File: src/rtl/gtxe2_chnl_cpll_rstseq_pkg.sv
// rtl/gtxe2_chnl_cpll_rstseq_pkg.sv - CPLL reset sequencer state encodings and phase output decode
package gtxe2_chnl_cpll_rstseq_pkg;

   localparam int RETRY_W = 4;

   typedef enum logic [2:0] {
      ST_PD        = 3'd0,
      ST_RST       = 3'd1,
      ST_WAIT_LOCK = 3'd2,
      ST_LOCKED    = 3'd3,
      ST_RETRY     = 3'd4,
      ST_FAIL      = 3'd5
   } state_t;

   typedef struct packed {
      logic pd;
      logic rst;
      logic done;
      logic fail;
   } phase_out_t;

   // pd is only ever raised together with rst, so the CPLL never sees pd without reset
   function automatic phase_out_t phase_decode(state_t s);
      phase_out_t o;
      o = '{pd: 1'b1, rst: 1'b1, done: 1'b0, fail: 1'b0};
      case (s)
         ST_PD:        o = '{pd: 1'b1, rst: 1'b1, done: 1'b0, fail: 1'b0};
         ST_RST:       o = '{pd: 1'b0, rst: 1'b1, done: 1'b0, fail: 1'b0};
         ST_WAIT_LOCK: o = '{pd: 1'b0, rst: 1'b0, done: 1'b0, fail: 1'b0};
         ST_LOCKED:    o = '{pd: 1'b0, rst: 1'b0, done: 1'b1, fail: 1'b0};
         ST_RETRY:     o = '{pd: 1'b0, rst: 1'b1, done: 1'b0, fail: 1'b0};
         ST_FAIL:      o = '{pd: 1'b1, rst: 1'b1, done: 1'b0, fail: 1'b1};
         default:      o = '{pd: 1'b1, rst: 1'b1, done: 1'b0, fail: 1'b0};
      endcase
      return o;
   endfunction

endpackage

File: src/rtl/gtxe2_chnl_cpll_rstseq_if.sv
// rtl/gtxe2_chnl_cpll_rstseq_if.sv - sequencer <-> CPLL/control signal bundle
interface gtxe2_chnl_cpll_rstseq_if;
   import gtxe2_chnl_cpll_rstseq_pkg::*;

   logic               restart;
   logic               cpll_lock;
   logic               cpll_pd;
   logic               cpll_reset;
   logic               done;
   logic               fail;
   logic [RETRY_W-1:0] retry_cnt;
   logic [2:0]         state_o;

   modport master (
      input  restart, cpll_lock,
      output cpll_pd, cpll_reset, done, fail, retry_cnt, state_o
   );

   modport slave (
      output restart, cpll_lock,
      input  cpll_pd, cpll_reset, done, fail, retry_cnt, state_o
   );
endinterface

File: src/rtl/gtxe2_chnl_sync2.sv
// rtl/gtxe2_chnl_sync2.sv - two-flop synchronizer, async active-low reset to 0
module gtxe2_chnl_sync2 (
   input  logic clk,
   input  logic rst_n,
   input  logic d,
   output logic q
);
   logic meta;

   always_ff @(posedge clk or negedge rst_n) begin
      if (!rst_n) begin
         meta <= 1'b0;
         q    <= 1'b0;
      end else begin
         meta <= d;
         q    <= meta;
      end
   end
endmodule

File: src/rtl/gtxe2_chnl_cpll_rstseq.sv
// rtl/gtxe2_chnl_cpll_rstseq.sv - CPLL power-down/reset sequencer with lock debounce and bounded retry
module gtxe2_chnl_cpll_rstseq
   import gtxe2_chnl_cpll_rstseq_pkg::*;
#(
   parameter int PD_CYCLES    = 16,
   parameter int RST_CYCLES   = 8,
   parameter int LOCK_TIMEOUT = 1024,
   parameter int LOCK_STABLE  = 4,
   parameter int MAX_RETRY    = 3,
   parameter int CNT_W        = 16
) (
   input  logic                    clk,
   input  logic                    rst_n,
   gtxe2_chnl_cpll_rstseq_if.master bus
);
   localparam logic [CNT_W-1:0]   PD_LAST   = CNT_W'(PD_CYCLES - 1);
   localparam logic [CNT_W-1:0]   RST_LAST  = CNT_W'(RST_CYCLES - 1);
   localparam logic [CNT_W-1:0]   TO_LAST   = CNT_W'(LOCK_TIMEOUT - 1);
   localparam logic [CNT_W-1:0]   STABLE_N  = CNT_W'(LOCK_STABLE);
   localparam logic [CNT_W-1:0]   TIMER_MAX = '1;
   localparam logic [RETRY_W-1:0] RETRY_MAX = RETRY_W'(MAX_RETRY);

   state_t             state, state_nxt;
   logic [CNT_W-1:0]   timer, stable, stable_nxt;
   logic [RETRY_W-1:0] retry_cnt, retry_nxt;
   phase_out_t         outs;
   logic               lock_s;
   logic               enter;

   gtxe2_chnl_sync2 u_lock_sync (
      .clk   (clk),
      .rst_n (rst_n),
      .d     (bus.cpll_lock),
      .q     (lock_s)
   );

   always_comb begin
      state_nxt  = state;
      stable_nxt = '0;
      retry_nxt  = retry_cnt;
      case (state)
         ST_PD:  if (timer == PD_LAST) state_nxt = ST_RST;
         ST_RST: if (timer == RST_LAST) state_nxt = ST_WAIT_LOCK;
         ST_WAIT_LOCK: begin
            stable_nxt = lock_s ? stable + 1'b1 : '0;
            // a lock completing on the timeout cycle still counts as locked
            if (stable_nxt == STABLE_N)  state_nxt = ST_LOCKED;
            else if (timer == TO_LAST)   state_nxt = ST_RETRY;
         end
         ST_LOCKED: if (!lock_s) state_nxt = ST_RETRY;
         ST_RETRY: begin
            if (retry_cnt < RETRY_MAX) begin
               retry_nxt = retry_cnt + 1'b1;
               state_nxt = ST_RST;
            end else begin
               state_nxt = ST_FAIL;
            end
         end
         ST_FAIL: state_nxt = ST_FAIL;
         default: state_nxt = ST_PD;
      endcase
      if (bus.restart) begin
         state_nxt  = ST_PD;
         retry_nxt  = '0;
         stable_nxt = '0;
      end
   end

   // restart re-enters PD even from PD, so the full power-down phase is replayed
   assign enter = bus.restart || (state_nxt != state);

   always_ff @(posedge clk or negedge rst_n) begin
      if (!rst_n) begin
         state     <= ST_PD;
         timer     <= '0;
         stable    <= '0;
         retry_cnt <= '0;
         outs      <= phase_decode(ST_PD);
      end else begin
         state     <= state_nxt;
         stable    <= stable_nxt;
         retry_cnt <= retry_nxt;
         outs      <= phase_decode(state_nxt);
         if (enter)                  timer <= '0;
         else if (timer != TIMER_MAX) timer <= timer + 1'b1;
      end
   end

   assign bus.cpll_pd    = outs.pd;
   assign bus.cpll_reset = outs.rst;
   assign bus.done       = outs.done;
   assign bus.fail       = outs.fail;
   assign bus.retry_cnt  = retry_cnt;
   assign bus.state_o    = state;
endmodule
File: src/flat_wrapper.sv
// flat-port wrapper written by rule: the top's interface ports become plain ports
module gtxe2_chnl_cpll_rstseq_flat import gtxe2_chnl_cpll_rstseq_pkg::*;
#(
   parameter int PD_CYCLES    = 16,
   parameter int RST_CYCLES   = 8,
   parameter int LOCK_TIMEOUT = 1024,
   parameter int LOCK_STABLE  = 4,
   parameter int MAX_RETRY    = 3,
   parameter int CNT_W        = 16
)
  (clk, rst_n, bus_restart, bus_cpll_lock, bus_cpll_pd, bus_cpll_reset, bus_done, bus_fail, bus_retry_cnt, bus_state_o);
  gtxe2_chnl_cpll_rstseq_if bus_i ();
  input  logic clk;
  input  logic rst_n;
  input wire logic [$bits(bus_i.restart)-1:0] bus_restart;
  input wire logic [$bits(bus_i.cpll_lock)-1:0] bus_cpll_lock;
  output wire logic [$bits(bus_i.cpll_pd)-1:0] bus_cpll_pd;
  output wire logic [$bits(bus_i.cpll_reset)-1:0] bus_cpll_reset;
  output wire logic [$bits(bus_i.done)-1:0] bus_done;
  output wire logic [$bits(bus_i.fail)-1:0] bus_fail;
  output wire logic [$bits(bus_i.retry_cnt)-1:0] bus_retry_cnt;
  output wire logic [$bits(bus_i.state_o)-1:0] bus_state_o;
  assign bus_i.restart = bus_restart;
  assign bus_i.cpll_lock = bus_cpll_lock;
  assign bus_cpll_pd = bus_i.cpll_pd;
  assign bus_cpll_reset = bus_i.cpll_reset;
  assign bus_done = bus_i.done;
  assign bus_fail = bus_i.fail;
  assign bus_retry_cnt = bus_i.retry_cnt;
  assign bus_state_o = bus_i.state_o;
  gtxe2_chnl_cpll_rstseq #(.PD_CYCLES(PD_CYCLES), .RST_CYCLES(RST_CYCLES), .LOCK_TIMEOUT(LOCK_TIMEOUT), .LOCK_STABLE(LOCK_STABLE), .MAX_RETRY(MAX_RETRY), .CNT_W(CNT_W)) u_core (.clk(clk), .rst_n(rst_n), .bus(bus_i));
endmodule
File: config.mk
export PLATFORM = sky130hd
export DESIGN_NAME = gtxe2_chnl_cpll_rstseq_flat
export DESIGN_NICKNAME = d
export VERILOG_FILES = /design/src/rtl/gtxe2_chnl_cpll_rstseq_pkg.sv /design/src/rtl/gtxe2_chnl_cpll_rstseq_if.sv /design/src/rtl/gtxe2_chnl_sync2.sv /design/src/rtl/gtxe2_chnl_cpll_rstseq.sv /design/src/flat_wrapper.sv
export SDC_FILE = /design/constraint.sdc
export NUM_CORES = 1
export LEC_CHECK = 0
export CORE_ASPECT_RATIO = 1.5
export CORE_UTILIZATION = 35
export CTS_BUF_LIST = sky130_fd_sc_hd__clkbuf_8
export CTS_CLUSTER_SIZE = 28
export DETAILED_ROUTE_END_ITERATION = 16
export PLACE_DENSITY = 0.54
export SETUP_SLACK_MARGIN = 0.4
export SYNTH_ARGS = -nofsm -noshare
export SYNTH_HDL_FRONTEND = slang
export SYNTH_SLANG_ARGS = --single-unit
export TNS_END_PERCENT = 10
File: constraint.sdc
create_clock -name clk -period 3.5 [get_ports clk]
set_clock_uncertainty 0.1 [all_clocks]
set_input_delay 0.7 -clock clk [delete_from_list [all_inputs] [get_ports clk]]
set_output_delay 0.7 -clock clk [all_outputs]
set_load 0.02 [all_outputs]
==> run metrics <==
Comb power frac=between 2 and 3%; minimum clock period=2750 ps; cell taking the most area after synthesis=dfrtp_1; die width=70.4 um; Worst EP arrival=2860 ps; cts hold-fix bufs=0; critical path class=reg2reg; status=finished clean; crit start category=flip-flop; CP startpoint=u_core.stable[3]$_DFF_PN0_; Buf/Inv on CP=0; power per cell area=376 mW/mm2; total grt overflow=0; Worst R2R Setup Slack=750 ps; worst r2r dst=u_core.bus.done$_DFF_PN0_; Clk pwr share=46.2%; CP required=3610 ps; post-route cell area=around 0.0028 mm2; first-pass GRT wire length=8770 um; Fin. Hold Viols=0; Port Buffers=14; ys async rst share=100%; Pre-Repair DR Iteration Count=4; Worst Max-Slew Pin Slew=1010 ps; WL per Instance=14.8 um; critical path depth=7; main flop type after synthesis=dfrtp_1; Fin Setup TNS=0 ps; CP cell instances=nand4_4 -> nor3_1 -> xor2_1 -> or4_4 -> or3_1 -> or3_1 -> a21oi_1; Placed Area=0.00262 mm2; Post-synth EDFFs=0; Slew HR=around a third; Syn Inst Count=about 260; Worst setup EP type=flip-flop; # clock sinks=45; Reg2Reg Depth=7; kind of cell adding the most delay to the critical path=simple AND/OR/NAND/NOR gates; Die Y-Extent=105 um; DRT iter0 DRCs=68; Hold Crit Class=reg2reg; placed insts=335; Pwr Total=1.04 mW; Seq pwr share=51.0%; total track usage=14.8%; Net Sw Power=0.218 mW; Int Power=approximately 0.82 mW; share of layout cells above drive strength 1=about 7.5%; Seq/Total Area, Yosys=46.0%; Crit path top cell by count=or3_1; Num CTS Buffers=5; Worst path max stage delay=about 550 ps; post-synth cell types=56; final WL=5070 um; H-tree levels=2; DR DRC count=0; routed vias=around 1800; Yosys top cell area share=43.8%; CTS tree=done; Resize count post-CTS=0; final setup vio count=0; initial core utilization=36.1%; vias in the first global route=between 1500 and 2000; RSZ-0062 raised after global routing=false; Non-Filler Instances=about 340; IO Pins=15; DRT antenna net count=0; leakage power=1.19 nW; post-synthesis net count=262; setup bufs post-CTS=0; number of max-cap violations=0; largest cells by area after synthesis=dfrtp_1, nor2_1, xor2_1; sw frac=a little over a fifth; cell area after synthesis=0.00246 mm2; row count=37; # diodes=0; register bit total from synthesis=between 40 and 50; root buffer cell=clkbuf_8; r2r startpoint=u_core.stable[3]$_DFF_PN0_; Setup crit end=u_core.bus.done$_DFF_PN0_; hpwl dp=~3600 um; Ys Warns=0; area grow syn2layout=12.4%; Max VDD drop=around 0.22 mV; die area=0.00736 mm2; Final Max Tran Viols=0; drt via density=approximately 5.4; pin count of the biggest net entering global routing=46; period utilization=78.6%; worst-skew pair later-pin latency=about 300 ps; Layout Nets=around 270; Worst Path Max Fanout=7; initial antenna violation count=0; Bufs on Longest Clock Path=2; Clock Pin Slew Worst Setup and Hold Paths=approximately 90 ps; Fmax achieved=363 MHz; Syn Area/Cell=a little under 10 um2; CP max stage cell=dfrtp_1; Placer Congestion=around 0.77; core area=0.00681 mm2
==> synth_stat cells (2+ instances only) <==
cell type	instances
xor2_1	16
o31ai_1	2
nor4_1	4
nand3_1	16
ha_1	3
clkbuf_1	7
nand2_1	14
buf_6	3
a21oi_1	5
nor4b_1	2
nor2b_1	5
o21ai_0	4
xnor2_1	13
dfstp_2	2
and3_1	8
dfrtp_1	43
and4_1	3
inv_1	4
mux2i_1	2
or3_1	4
nor2_1	44
and2_1	3
nand4_1	8
nand3b_1	2
nor3_1	5
nand2b_1	3
==> power by group through the flow <==
stage / Sequential [mW] / Combinational (mW) / Clock (mW)
floorplan: 0.537 / 0.0154 / 0
global placement: 0.539 / 0.0299 / 0
detailed placement: 0.539 / 0.0301 / 0
CTS: 0.529 / 0.0304 / 0.486
global route: 0.530 / 0.0346 / 0.507
finish: 0.529 / 0.0294 / 0.479
==> worst min-delay path by stage <==
stage                                endpoint  cells past startpoint                         startpoint  slack [ps]
2_1_floorplan  u_core.u_lock_sync.q$_DFF_PN0_                      0  u_core.u_lock_sync.meta$_DFF_PN0_         230
3_3_place_gp   u_core.u_lock_sync.q$_DFF_PN0_                      0  u_core.u_lock_sync.meta$_DFF_PN0_         230
3_5_place_dp   u_core.u_lock_sync.q$_DFF_PN0_                      0  u_core.u_lock_sync.meta$_DFF_PN0_         240
4_1_cts        u_core.u_lock_sync.q$_DFF_PN0_                      0  u_core.u_lock_sync.meta$_DFF_PN0_         260
5_1_grt        u_core.u_lock_sync.q$_DFF_PN0_                      0  u_core.u_lock_sync.meta$_DFF_PN0_         270
6_report       u_core.u_lock_sync.q$_DFF_PN0_                      0  u_core.u_lock_sync.meta$_DFF_PN0_         260
==> area by class of cell <==
| class | count | area [um2] |
|---|---|---|
| clock buffers | 5 | 68.8 |
| clock inverters | 3 | 68.8 |
| fillers | 691 | 4050 |
| inverters | 4 | 15.0 |
| multi-input cells | 194 | 1250 |
| flip-flops and latches | 45 | 1130 |
| well taps | 78 | 97.6 |
| repair buffers | 14 | 135 |
==> flip-flops by register name, indices dropped and copies added (netlist names) <==
register                 count
u_core.bus.retry_cnt         4
u_core.stable               16
u_core.bus.done              1
u_core.bus.fail              1
u_core.bus.cpll_pd           1
u_core.bus.cpll_reset        1
u_core.u_lock_sync.meta      1
u_core.u_lock_sync.q         1
u_core.bus.state_o           3
u_core.timer                16
==> placed cells by master, fill, tap and decap left out, types with 4 or more instances in the layout <==
cell,count
nor2_1,44
dfrtp_1,43
xor2_1,16
nand3_1,16
nand2_1,14
xnor2_1,13
clkdlybuf4s50_1,13
nand4_1,8
and3_1,8
a21oi_1,5
nor3_1,5
nor2b_1,5
clkbuf_8,5
nor4_1,4
inv_1,4
o21ai_0,4
or3_1,4
==> through the flow <==
stage / setup WS [ps] / util [%] / hold WS (ps)
6_report: 748 / 40.6 / 262
5_1_grt: 460 / 40.6 / 274
4_1_cts: 668 / 40.5 / 264
3_5_place_dp: 563 / 38.4 / 242
3_3_place_gp: 619 / 38.4 / 234
2_1_floorplan: 995 / - / 231
==> per-layer routing <==
metal / share of wire, % / GRT usage (%) / vias up
met4: 1.7 / 4.86 / 0
met2: 55 / 27.5 / 20
li1: - / - / 918
met5: 0 / 0 / -
met3: 1.9 / 2.41 / 7
met1: 42 / 16.9 / 892
==> cell families (layout without fill, tap and decap cells) <==
logic type / count (synthesis) / count (layout) / synth area share, %
flops: 45 / 45 / 45.9
fa+ha+maj: 3 / 3 / 1.53
xor+xnor: 29 / 29 / 10.3
simple gates: 130 / 130 / 28.3
buf+inv: 16 / 26 / 3.57
mux: 2 / 2 / 0.815
compound gates: 30 / 30 / 9.53
Note: power is estimated with default switching activity, not from simulation.
